$ cat src/rtl/led_pulse_driver_pkg.sv
// -----------------------------------------------------------------------------
// led_pulse_driver_pkg
//   Shared definitions for the timed-output blocks (LED/buzzer driver and the
//   button conditioning chain).
//   - STATE_*_ENC : state encodings for the IDLE / ON / OFF sequencing FSM
//   - state_t     : enum built on those encodings
//   - timer_width : width of a down-counter able to hold the longer of two
//                   periods
// -----------------------------------------------------------------------------
package led_pulse_driver_pkg;

    localparam logic [1:0] STATE_IDLE_ENC = 2'd0;
    localparam logic [1:0] STATE_ON_ENC   = 2'd1;
    localparam logic [1:0] STATE_OFF_ENC  = 2'd2;

    typedef enum logic [1:0] {
        S_IDLE = STATE_IDLE_ENC,
        S_ON   = STATE_ON_ENC,
        S_OFF  = STATE_OFF_ENC
    } state_t;

    // Bits needed to load max(on_time, off_time) into a down-counter.
    function automatic int timer_width(input int on_time, input int off_time);
        int longest;
        longest = (on_time > off_time) ? on_time : off_time;
        return $clog2(longest + 1);
    endfunction

endpackage

$ cat src/rtl/led_pulse_driver_cycle_timer.sv
// -----------------------------------------------------------------------------
// cycle_timer
//   Loadable down-counter that marks the last cycle of a loaded period.
//   Loading value N makes expired high in the Nth cycle after the load edge.
//   The count stops at zero, so it never wraps.
//
//   clk        in   system clock
//   reset      in   synchronous active-high reset (count cleared to 0)
//   load       in   load load_value on this edge
//   load_value in   period length in cycles (>= 1)
//   expired    out  high during the final cycle of the loaded period
// -----------------------------------------------------------------------------
module cycle_timer #(
    parameter int WIDTH = 8
) (
    input  logic             clk,
    input  logic             reset,
    input  logic             load,
    input  logic [WIDTH-1:0] load_value,
    output logic             expired
);

    logic [WIDTH-1:0] r_count;

    // NOTE: clocked state uses non-blocking assignments so every register
    // samples pre-edge values; the reset branch clears the count explicitly.
    always_ff @(posedge clk) begin
        if (reset) begin
            r_count <= '0;
        end else if (load) begin
            r_count <= load_value;
        end else if (r_count != '0) begin
            r_count <= r_count - WIDTH'(1);
        end
    end

    assign expired = (r_count == WIDTH'(1));

endmodule

$ cat src/rtl/led_pulse_driver.sv
// -----------------------------------------------------------------------------
// led_pulse_driver
//   Emits a requested number of pulses on led_out, each ON_TIME cycles high
//   followed by OFF_TIME cycles low (the last pulse included), so consecutive
//   sequences are always separated by at least OFF_TIME low cycles.
//
//   clk     in   system clock
//   reset   in   synchronous active-high reset, dominates all inputs
//   start   in   request strobe; accepted only in IDLE with count != 0
//   count   in   pulse count, sampled with start
//   stop    in   abort; returns to IDLE without done, wins over start
//   led_out out  registered LED/buzzer enable
//   busy    out  registered, high while a sequence is running
//   done    out  registered one-cycle pulse on normal completion
// -----------------------------------------------------------------------------
module led_pulse_driver
    import led_pulse_driver_pkg::*;
#(
    parameter int ON_TIME  = 25000000,
    parameter int OFF_TIME = 25000000,
    parameter int CNT_W    = 4
) (
    input  logic             clk,
    input  logic             reset,
    input  logic             start,
    input  logic [CNT_W-1:0] count,
    input  logic             stop,
    output logic             led_out,
    output logic             busy,
    output logic             done
);

    localparam int TIMER_W = timer_width(ON_TIME, OFF_TIME);
    localparam logic [TIMER_W-1:0] ON_LOAD  = TIMER_W'(ON_TIME);
    localparam logic [TIMER_W-1:0] OFF_LOAD = TIMER_W'(OFF_TIME);

    state_t             r_state;
    logic [CNT_W-1:0]   r_remaining;
    logic               r_led;
    logic               r_busy;
    logic               r_done;

    state_t             w_state_next;
    logic [CNT_W-1:0]   w_remaining_next;
    logic               w_done_next;
    logic               w_load;
    logic [TIMER_W-1:0] w_load_value;
    logic               w_expired;

    cycle_timer #(
        .WIDTH(TIMER_W)
    ) u_timer (
        .clk       (clk),
        .reset     (reset),
        .load      (w_load),
        .load_value(w_load_value),
        .expired   (w_expired)
    );

    // NOTE: every signal written here gets a default first, so no path can
    // leave one unassigned and infer a latch.
    always_comb begin
        w_state_next     = r_state;
        w_remaining_next = r_remaining;
        w_done_next      = 1'b0;
        w_load           = 1'b0;
        w_load_value     = ON_LOAD;

        unique case (r_state)
            S_IDLE: begin
                if (start && !stop && (count != '0)) begin
                    w_state_next     = S_ON;
                    w_remaining_next = count;
                    w_load           = 1'b1;
                    w_load_value     = ON_LOAD;
                end
            end
            S_ON: begin
                if (stop) begin
                    w_state_next     = S_IDLE;
                    w_remaining_next = '0;
                end else if (w_expired) begin
                    w_state_next = S_OFF;
                    w_load       = 1'b1;
                    w_load_value = OFF_LOAD;
                end
            end
            S_OFF: begin
                if (stop) begin
                    w_state_next     = S_IDLE;
                    w_remaining_next = '0;
                end else if (w_expired) begin
                    // A pulse finishes only after its trailing OFF period.
                    w_remaining_next = r_remaining - CNT_W'(1);
                    if (r_remaining == CNT_W'(1)) begin
                        w_state_next = S_IDLE;
                        w_done_next  = 1'b1;
                    end else begin
                        w_state_next = S_ON;
                        w_load       = 1'b1;
                        w_load_value = ON_LOAD;
                    end
                end
            end
            default: begin
                w_state_next     = S_IDLE;
                w_remaining_next = '0;
            end
        endcase
    end

    // Outputs are decoded from the next state so they line up with the state
    // register instead of lagging it by a cycle.
    always_ff @(posedge clk) begin
        if (reset) begin
            r_state     <= S_IDLE;
            r_remaining <= '0;
            r_led       <= 1'b0;
            r_busy      <= 1'b0;
            r_done      <= 1'b0;
        end else begin
            r_state     <= w_state_next;
            r_remaining <= w_remaining_next;
            r_led       <= (w_state_next == S_ON);
            r_busy      <= (w_state_next != S_IDLE);
            r_done      <= w_done_next;
        end
    end

    assign led_out = r_led;
    assign busy    = r_busy;
    assign done    = r_done;

endmodule

$ cat config.mk
export PLATFORM = sky130hd
export DESIGN_NAME = led_pulse_driver
export DESIGN_NICKNAME = d
export VERILOG_FILES = /design/src/rtl/led_pulse_driver_pkg.sv /design/src/rtl/led_pulse_driver_cycle_timer.sv /design/src/rtl/led_pulse_driver.sv
export SDC_FILE = /design/constraint.sdc
export NUM_CORES = 1
export LEC_CHECK = 0
export CAP_MARGIN = 25
export CORE_ASPECT_RATIO = 0.6
export CORE_UTILIZATION = 40
export CTS_BUF_LIST = sky130_fd_sc_hd__clkbuf_4 sky130_fd_sc_hd__clkbuf_8 sky130_fd_sc_hd__clkbuf_16
export DETAILED_ROUTE_END_ITERATION = 10
export GPL_ROUTABILITY_DRIVEN = 0
export MAX_ROUTING_LAYER = met4
export PLACE_DENSITY = 0.66
export SYNTH_ARGS = -nofsm -noshare
export SYNTH_HDL_FRONTEND = slang
export SYNTH_SLANG_ARGS = --single-unit
export TNS_END_PERCENT = 50
$ cat constraint.sdc
create_clock -name clk -period 2.95 [get_ports clk]
set_clock_uncertainty 0.2 [all_clocks]
set_input_delay 0.59 -clock clk [delete_from_list [all_inputs] [get_ports clk]]
set_output_delay 0.59 -clock clk [all_outputs]
set_load 0.005 [all_outputs]
# == Word level (Yosys, flattened, before mapping) ==
# Index checks and enable logic that the tools add are counted.
# word_totals
ff_bits,34
latch_bits,0
mem_bits_rw,0
mem_bits_ro,0
inputBits,8
wordCells,52
n_memories,0
# classes
add_sub_neg,2
multipliers,0
div,0
n_lt_le_gt_ge,0
n_eq_ne,8
n_shift,0
n_mux,22
bitwise,2
reduce_logical,11
# ops
operator,n
25-bit two-way mux,2
25-bit by 1-bit equality test with 1-bit output (second input constant),1
25-bit nonzero test,1
25-bit by 1-bit subtractor with 25-bit output (second input constant),1
4-bit two-way mux,4
4-bit one-hot mux with 3 select lines,1
2-bit two-way mux,5
1-bit two-way mux,8
2-bit one-hot mux with 3 select lines,1
2-bit by 1-bit equality test with 1-bit output (second input constant),2
4-bit by 1-bit equality test with 1-bit output (second input constant),1
2-bit inequality test (second input constant),2
2-bit nonzero test,2
4-bit nonzero test,1
4-bit OR reduction,1
4-bit by 1-bit subtractor with 4-bit output (second input constant),1
3-bit by 2-bit inequality test with 1-bit output (second input constant),1
1-bit one-hot mux with 3 select lines,1
3-bit AND reduction,1
2-bit equality test (second input constant),1
1-bit logical AND,2
2-bit zero test,1
1-bit NOT,2
2-bit OR reduction,1
1-bit zero test,1

# == Longest topological paths before layout ==
# depth
ltp_word,6
ltp_mapped,8

# == Modules after synthesis ==
# A second synthesis with hierarchy kept.
# unflattened
cells_unflattened,244
hier_area_um2,2038.2
# by_module_without_submodules
module,instances,cells_each,area_per_inst_um2
cycle_timer,1,182,1514.0
led_pulse_driver,1,62,524.3

# == Worst setup path before layout ==
# Ideal clock, no wire load.
# synth_path
kind,in2reg
start,input port stop
end,register u_timer.r_count[17]
arrival_ns,1.957
required_time_ns,2.635
slack_ns,0.678
cell_stages,6
path_buffers,1
cell_sequence,or3b_1 > o21bai_1 > or4b_1 > nand3_2 > buf_4 > nor2_1
# synth_between
elab_chain_len,6
# synth_rtl
item,line,source
start: declaration,led_pulse_driver.sv:27,"input logic stop,"
1-bit zero test,led_pulse_driver.sv:71,if (start && !stop && (count != '0)) begin
1-bit logical AND (2 in series),led_pulse_driver.sv:71,
1-bit two-way mux,led_pulse_driver.sv:71,
1-bit one-hot mux with 3 select lines (*),led_pulse_driver.sv:69,unique case (r_state)
2-bit OR reduction (no source line) (*),n/a,
end signal: assignment,led_pulse_driver_cycle_timer.sv:31,r_count <= load_value;
end signal: assignment,led_pulse_driver_cycle_timer.sv:33,r_count <= r_count - WIDTH'(1);
end: declaration,led_pulse_driver_cycle_timer.sv:23,logic [WIDTH-1:0] r_count;
# Mark *: on every way between the ends. The rest lies on a longest branch, timed or not.
# A chain may end at the register's enable or synchronous reset.

# == Final worst setup path ==
# layout_path
start,register u_timer.r_count[11]
end,register r_remaining[0]
# layout_between
elab_chain_len,3
# layout_rtl
item,line,source
25-bit by 1-bit equality test with 1-bit output,led_pulse_driver_cycle_timer.sv:37,assign expired = (r_count == WIDTH'(1));
3-bit by 2-bit inequality test with 1-bit output (no source line),n/a,
3-bit AND reduction (no source line),n/a,
end signal: assignment,led_pulse_driver.sv:123,r_remaining <= w_remaining_next;
end: declaration,led_pulse_driver.sv:38,logic [CNT_W-1:0] r_remaining;
# Every way passes these cells.

==> results.md <==
- Status: finished clean
- Die area: 5260 um2
- Share of the synthesized area in the top cell type: 0.343
- Area Growth Syn to Fin: 15.2%
- CTS sink count: 34
- Cells after Synth: 233
- Avg Cell Area, Syn: 8.53 um2
- DPL Wire Length: 3580 um
- CTS resizes: 0
- # DRC: 0
- Final setup vio count: 0
- Clk Latency, worst-skew pair: 0.29 ns
- CTS Buf Count: 5
- Hold_buf cts: 0
- Synth Register Bits: 34
- Final wirelength: 4710 um
- LEAKAGE: 0.000790 uW
- Largest net degree at the start of global routing: 19
- TritonCTS clock tree: built
- Post-layout nets: 260
- Grt ovf: 0
- # diodes: 0
- Post-synth top area cell: dfxtp_1
- Longest Clk Path Bufs: 2
- Unrepaired setup endpoints after global routing: no
- Number of global-route vias before repair: 1557
- First-pass GRT wire length: 7930 um
- GRT Resource Usage Total: 0.202
- Max-cap check violation count: 0
- Crit path kind: reg2reg
- Postcts setup bufs: 0
- Ys flop type: dfxtp_1
- Die Span X: 93.0 um
- Setup TNS: 0 ns
- 1st-pass router iterations: 4
- Core area: 4660 um2
- Largest cells by area after synthesis: dfxtp_1 34%, nor2_1 5.1%, xnor2_1 4.0%
- Initial Util: 0.426
- Worst hold path type: reg2reg
- Post-synth EDFFs: 0
- Site Rows: 19
- Seq/Total Area, Yosys: 0.343
- Total power: 1850 uW
- Initial antenna violation count: 0
- Power per Cell Area: 806 nW/um2
- Max VDD drop: 0.315 mV
- Net Count, Synth: 246
- Synthesized area: 1990 um2
- Yosys warning total: 0
- Fin crit period: 2.58 ns
- Routed WL per cell: 15.1 um
- I/O Buffers: 10
- Worst slew margin: 0.534
- Filler Cells Inserted: 476
- Total number of vias: 1801
- CP max FO: 7
- Crit. End Element: register
- Critical Path Start Type: register
- CP required: 2.98 ns
- Vias per Instance: 5.79
- Max-slew violation count: 0
- Clock transition at path regs: 0.07 ns
- DRT iter0 DRCs: 147
- Yosys cell types: 56
- Die Y: 56.6 um
- Share of cells above drive strength 1: 0.113
- CTS H-tree depth: 2
- Antenna Nets Post-Route: 0
- Root Driver: clkbuf_8
- Final Hold Viols: 0
- Arrival time of the worst setup path: 2.61 ns
- Asr flop ratio synth: 0
- Worst slew pin tran: 0.693 ns
- Top Ports: 11
- Final period util: 0.875
- Fmax: 387 MHz
[worst max-delay path, cell delays in order, from the launching register on]
cell and delay (ns):
dfxtp_1 0.35, nor4_2 0.43, nand4b_1 0.41, o31a_1 0.49
or4_1 0.50, a21oi_1 0.13
[cells in the mapped netlist, types with 3 or more instances]
cell and number:
o31ai_1 7, a211oi_1 3, nand4b_1 4, buf_2 4, mux2i_1 4, xnor2_1 9
a31oi_1 7, dfxtp_1 34, o21ai_0 9, clkbuf_1 4, o21ai_1 7, nor4_1 7
nand2_1 8, nor3_1 6, nor2_1 27, or4_1 6, nand3_1 8, a21oi_1 13
ha_1 5, inv_1 8, xor2_1 6
[flip-flops by register name (all words and copies together) (netlist names)]
name and count:
done 1, busy 1, r_remaining 4, u_timer.r_count 25
led_out 1, r_state 2
[final timing paths]
| check | startpoint | slack (ns) | to | depth (start not counted) |
|---|---|---|---|---|
| setup / recovery | u_timer.r_count[11] | 0.37 | r_remaining[0] | 5 |
| hold / removal | r_remaining[1] | 0.31 | r_remaining[1] | 2 |
| setup reg to reg | u_timer.r_count[11] | 0.37 | r_remaining[0] | 5 |
| hold reg to reg | r_remaining[1] | 0.31 | r_remaining[1] | 2 |
[layer usage]
metal,part of all wire,wire (um),up-vias,GRT usage
li1,-,-,904,-
met1,0.56,2650,837,0.333
met2,0.35,1660,53,0.229
met3,0.074,350,7,0.0488
met4,0.010,49,0,0.0527
met5,0,0,-,-
[final cells by class]
type,count,area (um2),share of cell area
multi-input combinational,180,1230,0.536
tap,63,78.8,0.0344
sequential,34,681,0.297
clock inverter,3,45.0,0.0197
inverter,8,30.0,0.0131
clock buffer,5,68.8,0.0301
timing repair buffer,18,160,0.0699
[kinds of logic after synthesis]
logic type	Yosys count	synth area share
xor gates and xnor gates	15	0.0661
DFF	34	0.343
adders and majority gates	5	0.0315
AOI/OAI and AO/OA	60	0.193
muxes	4	0.0202
and+or+nand+nor	96	0.306
buffers and inverters	19	0.0403
[stage by stage]
step                      hold slack [ns]  utilization  worst slack, ns  cell area (um2)  std cells
after floorplan                     0.267            -            0.678             1990        233
after global placement              0.284        0.467            0.202             2180        303
after detailed placement            0.292        0.467            0.168             2180        303
after CTS                           0.311        0.491            0.390             2290        311
after global routing                0.355        0.491            0.209             2290        311
final                               0.306        0.491            0.369             2290        311
[power breakdown]
group | leakage [uW] | internal [uW] | switching (uW) | total [uW]
Sequential | 0.000280 | 554 | 129 | 682
Combinational | 0.000460 | 310 | 423 | 733
Clock | 0.0000504 | 251 | 178 | 430
[placed cells by master (no fill, tap or decap), drive strengths merged, types with 2 or more instances in the layout]
cell / n
nand3b: 2
or3b: 2
a31oi: 7
mux2i: 4
nand2: 8
o31a: 2
xor2: 6
ha: 5
nor4: 10
nand4b: 4
clkdlybuf4s50: 10
o21ai: 17
nand3: 10
or4: 8
a2111oi: 2
and4: 3
a21oi: 13
nand2b: 2
nor3: 9
o31ai: 7
xnor2: 9
dfxtp: 34
or3: 2
clkinvlp: 2
buf: 8
inv: 8
nor3b: 2
a211oi: 3
nor2: 27
clkbuf: 5
Note: power is estimated with default switching activity, not from simulation.
